<file path="src/rtl/conv_tile_scheduler.sv">
// Walks an odd-sized image in 3x3 windows at stride 2, driving the 2x2 conv core
// and streaming its four results into result RAM. Configured over Avalon-MM.
module conv_tile_scheduler #(
    parameter int DIM_W          = 16,
    parameter int ADDR_W         = 16,
    parameter int TIMEOUT_CYCLES = 1024
) (
    input  logic              csi_clockreset_clk,
    input  logic              csi_clockreset_reset_n,
    input  logic [3:0]        avs_s1_address,
    input  logic              avs_s1_read,
    input  logic              avs_s1_write,
    input  logic [31:0]       avs_s1_writedata,
    output logic [31:0]       avs_s1_readdata,
    output logic              img_rd,
    output logic [ADDR_W-1:0] img_addr,
    input  logic [31:0]       img_rdata,
    output logic              res_wr,
    output logic [ADDR_W-1:0] res_addr,
    output logic [31:0]       res_wdata,
    output logic              core_start,
    output logic [31:0]       core_in_0,
    output logic [31:0]       core_in_1,
    output logic [31:0]       core_in_2,
    output logic [31:0]       core_in_3,
    output logic [31:0]       core_in_4,
    output logic [31:0]       core_in_5,
    output logic [31:0]       core_in_6,
    output logic [31:0]       core_in_7,
    output logic [31:0]       core_in_8,
    input  logic              core_done,
    input  logic [31:0]       core_out_0,
    input  logic [31:0]       core_out_1,
    input  logic [31:0]       core_out_2,
    input  logic [31:0]       core_out_3
);
    localparam int TW = $clog2(TIMEOUT_CYCLES + 1);

    typedef enum logic [2:0] {
        S_IDLE, S_FETCH, S_START, S_WAIT, S_WRITE, S_ADV
    } state_t;

    state_t            r_state, w_next;
    logic [DIM_W-1:0]  r_img_w, r_img_h, r_r, r_c;
    logic [ADDR_W-1:0] r_src, r_dst, r_src_row, r_dst_row, r_row;
    logic [31:0]       r_tile_cnt;
    logic              r_done, r_err_cfg, r_err_to, r_aborted;
    logic [3:0]        r_k;
    logic [1:0]        r_kc, r_j;
    logic [TW-1:0]     r_wait;
    logic [31:0]       r_in [9];
    logic [31:0]       r_out [4];

    logic              w_busy, w_go, w_abort, w_cfg_bad, w_reg_we;
    logic              w_last_col, w_last_row, w_timeout, w_unused;
    logic [ADDR_W-1:0] w_wa, w_wm1, w_ca, w_nsrc_row, w_ndst_row;

    assign w_busy    = (r_state != S_IDLE);
    assign w_abort   = avs_s1_write && avs_s1_address == 4'd0 && avs_s1_writedata[1];
    assign w_go      = avs_s1_write && avs_s1_address == 4'd0 && avs_s1_writedata[0] && !w_abort;
    assign w_reg_we  = avs_s1_write && !w_busy;
    assign w_cfg_bad = (r_img_w < DIM_W'(3)) || (r_img_h < DIM_W'(3)) || !r_img_w[0] || !r_img_h[0];
    assign w_last_col = ({1'b0, r_c} + (DIM_W+1)'(4)) >= {1'b0, r_img_w};
    assign w_last_row = ({1'b0, r_r} + (DIM_W+1)'(4)) >= {1'b0, r_img_h};
    assign w_timeout = !core_done && (r_wait == TW'(TIMEOUT_CYCLES - 1));
    assign w_unused  = ^{avs_s1_read, avs_s1_writedata};

    // Row bases advance by W (image) or W-1 (result) instead of multiplying.
    assign w_wa       = ADDR_W'(r_img_w);
    assign w_wm1      = w_wa - ADDR_W'(1);
    assign w_ca       = ADDR_W'(r_c);
    assign w_nsrc_row = r_src_row + w_wa + w_wa;
    assign w_ndst_row = r_dst_row + w_wm1 + w_wm1;

    assign img_addr  = r_row + w_ca + ADDR_W'(r_kc);
    assign res_addr  = r_row + w_ca + ADDR_W'(r_j[0]);
    assign res_wdata = r_out[r_j];
    assign core_in_0 = r_in[0];
    assign core_in_1 = r_in[1];
    assign core_in_2 = r_in[2];
    assign core_in_3 = r_in[3];
    assign core_in_4 = r_in[4];
    assign core_in_5 = r_in[5];
    assign core_in_6 = r_in[6];
    assign core_in_7 = r_in[7];
    assign core_in_8 = r_in[8];

    always_comb begin
        w_next     = r_state;
        img_rd     = 1'b0;
        res_wr     = 1'b0;
        core_start = 1'b0;
        unique case (r_state)
            S_IDLE:  if (w_go && !w_cfg_bad) w_next = S_FETCH;
            S_FETCH: begin
                img_rd = (r_k != 4'd9);
                if (r_k == 4'd9) w_next = S_START;
            end
            S_START: begin
                core_start = 1'b1;
                w_next     = S_WAIT;
            end
            S_WAIT: begin
                if (core_done)      w_next = S_WRITE;
                else if (w_timeout) w_next = S_IDLE;
            end
            S_WRITE: begin
                res_wr = 1'b1;
                if (r_j == 2'd3) w_next = S_ADV;
            end
            S_ADV:   w_next = (w_last_col && w_last_row) ? S_IDLE : S_FETCH;
            default: w_next = S_IDLE;
        endcase
        if (w_abort && w_busy) w_next = S_IDLE;
    end

    always_comb begin
        avs_s1_readdata = '0;
        case (avs_s1_address)
            4'd1: avs_s1_readdata = {27'd0, r_aborted, r_err_to, r_err_cfg, r_done, w_busy};
            4'd2: avs_s1_readdata = 32'(r_img_w);
            4'd3: avs_s1_readdata = 32'(r_img_h);
            4'd4: avs_s1_readdata = 32'(r_src);
            4'd5: avs_s1_readdata = 32'(r_dst);
            4'd6: avs_s1_readdata = r_tile_cnt;
            default: avs_s1_readdata = '0;
        endcase
    end

    always_ff @(posedge csi_clockreset_clk) begin
        if (!csi_clockreset_reset_n) begin
            r_state <= S_IDLE;
            r_img_w <= '0;  r_img_h <= '0;  r_r <= '0;  r_c <= '0;
            r_src <= '0;  r_dst <= '0;  r_src_row <= '0;  r_dst_row <= '0;
            r_row <= '0;  r_tile_cnt <= '0;  r_k <= '0;  r_kc <= '0;
            r_j <= '0;  r_wait <= '0;
            r_done <= 1'b0;  r_err_cfg <= 1'b0;
            r_err_to <= 1'b0;  r_aborted <= 1'b0;
            for (int i = 0; i < 9; i++) r_in[i] <= '0;
            for (int i = 0; i < 4; i++) r_out[i] <= '0;
        end else begin
            r_state <= w_next;
            if (w_reg_we) begin
                case (avs_s1_address)
                    4'd2: r_img_w <= avs_s1_writedata[DIM_W-1:0];
                    4'd3: r_img_h <= avs_s1_writedata[DIM_W-1:0];
                    4'd4: r_src   <= avs_s1_writedata[ADDR_W-1:0];
                    4'd5: r_dst   <= avs_s1_writedata[ADDR_W-1:0];
                    default: ;
                endcase
            end
            if (avs_s1_write && avs_s1_address == 4'd1) begin
                if (avs_s1_writedata[1]) r_done    <= 1'b0;
                if (avs_s1_writedata[2]) r_err_cfg <= 1'b0;
                if (avs_s1_writedata[3]) r_err_to  <= 1'b0;
                if (avs_s1_writedata[4]) r_aborted <= 1'b0;
            end
            unique case (r_state)
                S_IDLE: if (w_go) begin
                    if (w_cfg_bad) begin
                        r_err_cfg <= 1'b1;
                    end else begin
                        r_tile_cnt <= '0;
                        r_done <= 1'b0;  r_err_cfg <= 1'b0;
                        r_err_to <= 1'b0;  r_aborted <= 1'b0;
                        r_r <= '0;  r_c <= '0;  r_k <= '0;  r_kc <= '0;
                        r_src_row <= r_src;
                        r_dst_row <= r_dst;
                        r_row     <= r_src;
                    end
                end
                S_FETCH: begin
                    if (r_k != 4'd0) r_in[r_k - 4'd1] <= img_rdata;
                    if (r_k == 4'd9) begin
                        r_k <= '0;
                    end else begin
                        r_k <= r_k + 4'd1;
                        if (r_kc == 2'd2) begin
                            r_kc  <= '0;
                            r_row <= r_row + w_wa;
                        end else begin
                            r_kc <= r_kc + 2'd1;
                        end
                    end
                end
                S_START: r_wait <= '0;
                S_WAIT: begin
                    if (core_done) begin
                        r_out[0] <= core_out_0;
                        r_out[1] <= core_out_1;
                        r_out[2] <= core_out_2;
                        r_out[3] <= core_out_3;
                        r_row    <= r_dst_row;
                        r_j      <= '0;
                    end else begin
                        r_wait <= r_wait + TW'(1);
                        if (w_timeout) r_err_to <= 1'b1;
                    end
                end
                S_WRITE: begin
                    r_j <= r_j + 2'd1;
                    if (r_j == 2'd1) r_row <= r_row + w_wm1;
                end
                S_ADV: begin
                    r_tile_cnt <= r_tile_cnt + 32'd1;
                    if (w_last_col) begin
                        r_c       <= '0;
                        r_r       <= r_r + DIM_W'(2);
                        r_src_row <= w_nsrc_row;
                        r_dst_row <= w_ndst_row;
                        r_row     <= w_nsrc_row;
                        if (w_last_row && !w_abort) r_done <= 1'b1;
                    end else begin
                        r_c   <= r_c + DIM_W'(2);
                        r_row <= r_src_row;
                    end
                end
                default: ;
            endcase
            if (w_abort && w_busy) r_aborted <= 1'b1;
        end
    end
endmodule

</file>
<file path="config.mk">
export PLATFORM = sky130hd
export DESIGN_NAME = conv_tile_scheduler
export DESIGN_NICKNAME = d
export VERILOG_FILES = /design/src/rtl/conv_tile_scheduler.sv
export SDC_FILE = /design/constraint.sdc
export NUM_CORES = 1
export LEC_CHECK = 0
export CAP_MARGIN = 15
export CORE_AREA = 5 5 252 254
export CTS_CLUSTER_DIAMETER = 40
export DETAILED_ROUTE_END_ITERATION = 12
export DIE_AREA = 0 0 257 259
export PLACE_DENSITY = 0.81
export SLEW_MARGIN = 10
export SYNTH_ARGS = -nofsm -noshare
export SYNTH_HDL_FRONTEND = slang
export SYNTH_SLANG_ARGS = --single-unit
export TNS_END_PERCENT = 5
</file>
<file path="constraint.sdc">
create_clock -name csi_clockreset_clk -period 10.43 [get_ports csi_clockreset_clk]
set_clock_uncertainty 0.15 [all_clocks]
set_input_delay 1.5645 -clock csi_clockreset_clk [delete_from_list [all_inputs] [get_ports csi_clockreset_clk]]
set_output_delay 1.5645 -clock csi_clockreset_clk [all_outputs]
set_load 0.05 [all_outputs]
</file>
## Word-level counts from Yosys, hierarchy flattened

Memories as Yosys holds them, arrays and structs flattened. A register that Yosys moved wholly into a read port is not among the register bits.
Cells that the tools add are included.

- Bits in registers: 202
- RAM bits: 416
- Input port bits: 201
- Output and inout port bits: 387
- Memories kept: 2

Memory list:

| name | depth | bits a word | read ports | clocked after Yosys merged registers in | wr ports | line | text |
|---|---|---|---|---|---|---|---|
| r_in | 9 | 32 | 9 | 0 | 9 | 51 | `logic [31:0] r_in [9];` |
| r_out | 4 | 32 | 1 | 1 | 4 | 52 | `logic [31:0] r_out [4];` |

- Add/subtract/negate cells: 20
- Order comparisons: 4
- Equality and inequality tests: 29
- Mux-type cells: 89
- Bitwise operators: 5
- Reduce and logical (&&, ||, !) cells: 43

Operators by type and width:

| kind | count |
|---|---|
| two-way mux 16 bit | 14 |
| two-way mux 32 bit | 7 |
| one-hot mux 32 bit (6 select lines) | 1 |
| one-hot mux 16 bit (2 select lines) | 4 |
| adder 16 bit | 7 |
| one-hot mux 16 bit (5 select lines) | 1 |
| one-hot mux 32 bit (2 select lines) | 1 |
| two-way mux 1 bit | 37 |
| adder 16 x 3 -> 17 bit, second input constant | 2 |
| >= comparator 17 x 16 -> 1 bit | 2 |
| adder 16 x 2 -> 16 bit, second input constant | 2 |
| adder 32 x 1 -> 32 bit, second input constant | 1 |
| < comparator 16 x 2 -> 1 bit, second input constant | 2 |
| OR reduction 32 bit | 1 |
| != test 2 bit, second input constant | 11 |
| one-hot mux 11 bit (2 select lines) | 1 |
| one-hot mux 3 bit (6 select lines) | 1 |
| adder 16 x 1 -> 16 bit | 1 |
| adder 16 x 2 -> 16 bit | 1 |
| two-way mux 4 bit | 4 |
| subtractor 16 x 1 -> 16 bit, second input constant | 1 |
| two-way mux 3 bit | 5 |
| two-way mux 2 bit | 7 |
| == test 4 x 3 -> 1 bit, second input constant | 3 |
| 35 further kinds | 73 |

## Depth between registers and ports, before layout

- Depth in word-level cells: 8
- Mapped depth: 18

## Worst setup path after synthesis

Ideal clock, no wire load.

- Path type: input to register
- Start point: input port csi_clockreset_reset_n
- End point: memory r_out[0][0] (enable)
- Setup time: 1118 ps
- Arrival: 4247 ps
- Required time: 9162 ps
- Slack: 4915 ps
- Stages on the path: 3
- Cell sequence: clkbuf_1 buf_1 nand2_1

RTL lines:

| what | line | text |
|---|---|---|
| start, declared | 9 | `input logic csi_clockreset_reset_n,` |
| end, declared | 52 |  |

## Worst setup path after layout

- Start point: input port avs_s1_address[1]
- End point: output port avs_s1_readdata[0]

- Longest elaborated chain between the ends: 2
- Elaborated cells on any way between the ends: 7

Ends and longest elaborated chain:

| what | line | text |
|---|---|---|
| start, declared | 10 | `input logic [3:0] avs_s1_address,` |
| == test 4 x 3 -> 1 bit, or another cell as far along | 119 | `case (avs_s1_address)` |
| one-hot mux 32 bit (6 select lines) (*) | 119 |  |
| end, declared | 14 | `output logic [31:0] avs_s1_readdata,` |

Every way passes the cells marked *; elsewhere a longest branch is shown, timed or not.

==> impl_metrics.ini <==
[status]
outcome = completed

[final_layout]
final_nets = 3613
regArea_mm2 = 0.0165
drive_gt1_frac = 0.0777
mostFrequentLayoutCells = 569 x clkdlybuf4s50_1, 440 x and2_1, 416 x edfxtp_1, 301 x nand2_1, 201 x dfxtp_1
area_delta_synth_final_pct = 31.9
multi_input_area_mm2 = 0.0128
nFillCells = 4598
layout_commonest_cell = clkdlybuf4s50_1
final_core_util = 0.649

[clocking]
numCtsBuffers = 88
htreeDepth = 3
cts_tree = yes
clk_latency_ps = 620
clockRootBuffer = clkbuf_16
cts.sinks = 618
cts_hold_buf = 0
post_cts_resized = 0
post_cts_buffers = 0
cts_buffer_depth = 3
clk_pin_slew_ps = 50

[worst_setup_path]
end_kind = output pin
crit_path_frequent_cell = clkdlybuf4s50_1
required_ps = 8720
crit_slowest_cell = clkdlybuf4s50_1
worst-path-max-fanout = 16
critPathLaunchType = input pin
crit_type = input pin to output pin
critical_path.max_stage_delay_ps = 820
worstPathArrival_ps = 4380
crit_chain = clkdlybuf4s50_1 > nand2b_1 > nor2_1 > buf_4 > a222oi_1 > nand2_1 > clkdlybuf4s50_1
cp_top_family = buffers and inverters
path_buf_inv = 3

[timing]
setup_violations = 0
maxSlewViolCount = 0
fin_hold_ws_ps = 321
period_share = 0.584
period_minus_slack_ps = 6090
fin_ws_ps = 4340
fmax_mhz = 164
hold_viol_final = 0
maxSlewHeadroom = 0.251
tightest_slew_ps = 1120
setup_tns_ps = 0
rsz0062_at_grt = false

[floorplanning]
ios = 588
start_util = 0.492
design.core.area_mm2 = 0.0610
die_h_um = 259
fp.dieW_um = 257
rows = 91
dieArea_mm2 = 0.0666

[global_routing]
overflow = 0
grt_max_degree = 89
antenna_found_initial = 9
grt_pass1_wl_mm = 141
grt_pass1_vias = 23200
grt_usage = 0.273

[synth]
yosysUniqueCellTypes = 88
syn_area_mm2 = 0.0300
avgSynthCellArea_um2 = 11.0
synth_cells = 2737
synthMuxAreaShare = 0.0264
synthSimpleGateAreaFrac = 0.204
ys_ff_latch = 618
yosys_most_used_dff = edfxtp_1
syn_nets = 3052
synth-adder-area-share = 0.0505
synth_edf_count = 416
yosys_warnings = 0
synth_top_family_by_area = simple AND/OR/NAND/NOR gates
synth-async-reset-ratio = 0
synth_xor_area_frac = 0.0528
synth_compound_area_frac = 0.0916
ys_seq_area_frac = 0.550

[placement]
gp_congestion = 0.939
port_buffers = 570
dp_hpwl_mm = 67.0
post-place-ws_ps = 4380

[detailed_routing]
drt_first_pass_iters = 10
drc_errors = 0
drt-total-wl_mm = 95.3
drtAntennaViolNets = 0
vias = 23900
wl_per_cell_um = 22.8
drt_iter0_drc = 2920
via_per_inst = 5.72

[flow_run]
drv_cap = 0

[worst_hold_path]
min_path_type = flop to flop

[pwr]
p_leak_uw = 0.0150
vdd.ir_drop.worst_mv = 0.133
powerDensity_mw_per_mm2 = 161
tightest hold or removal path: stages (launching register included):
cell and delay, ps:
dfxtp_1 310, nand2_1 60, a21oi_1 50
final timing paths:
| kind | start | endpoint | slack (ps) | cells past startpoint |
|---|---|---|---|---|
| worst max register to register | r_c[2]$_SDFFE_PN0P_ | r_row[9]$_SDFFE_PN0P_ | 5530 | 17 |
| worst min-delay path | r_src_row[0]$_SDFFE_PN0P_ | r_src_row[0]$_SDFFE_PN0P_ | 320 | 2 |
| worst min register to register | r_src_row[0]$_SDFFE_PN0P_ | r_src_row[0]$_SDFFE_PN0P_ | 320 | 2 |
| worst max-delay path | avs_s1_address[1] | avs_s1_readdata[0] | 4340 | 7 |
per-layer routing:
| layer | wire length [µm] | track usage |
|---|---|---|
| met1 | 35100 | 0.341 |
| met3 | 8910 | 0.0511 |
| met2 | 46800 | 0.465 |
| met5 | 0 | 0 |
| met4 | 4460 | 0.119 |
flip-flops by register name, summed over array words and instances (netlist names), 3 cells and up, named ones only:
register    count
r_in          288
r_out         128
r_tile_cnt     32
r_dst          16
r_dst_row      16
r_img_h        16
r_img_w        16
r_row          16
r_src          16
r_src_row      16
r_c            15
r_r            15
r_wait         11
r_k             4
r_state         3
Yosys cell counts (all sizes together) (26+ instances only):
cell type | instances | area (µm²)
nor2 | 185 | 707
a22oi | 26 | 195
and2 | 440 | 2750
xnor2 | 96 | 841
edfxtp | 416 | 12500
nor3 | 41 | 215
and3 | 36 | 225
nand3 | 52 | 260
dfxtp | 202 | 4040
xor2 | 85 | 744
clkbuf | 104 | 390
a21oi | 158 | 791
inv | 60 | 225
ha | 110 | 1380
nand2 | 303 | 1140
mux4 | 32 | 721
o21ai | 68 | 340
per-stage QoR:
stage	cell area, µm²	cells	total power, µW
detailed placement	36500	3998	3340
finish	39600	4172	6390
floorplan	30000	2737	3080
global placement	36500	3998	3330
CTS	39600	4163	6420
global route	39600	4171	6570
report_power, final:
| group | internal (µW) | switching, µW |
|---|---|---|
| sequential | 2670 | 30.9 |
| clock | 1890 | 1200 |
| combinational | 201 | 393 |
| total | 4760 | 1630 |
area by class of cell:
type | instances | share of cell area
Sequential cell | 618 | 0.417
Multi-Input combinational cell | 1930 | 0.324
Timing Repair Buffer | 598 | 0.149
Clock buffer | 96 | 0.0571
Tap cell | 790 | 0.0249
Clock inverter | 69 | 0.0211
Inverter | 62 | 0.00591
Antenna cell | 9 | 0.000568
cells by family after synthesis:
kind of cell	after synthesis
compound gates	419
xor+xnor	181
fa+ha+maj	120
buf+inv	189
flops	618
mux	39
simple gates	1171
Note: power is estimated with default switching activity, not from simulation.
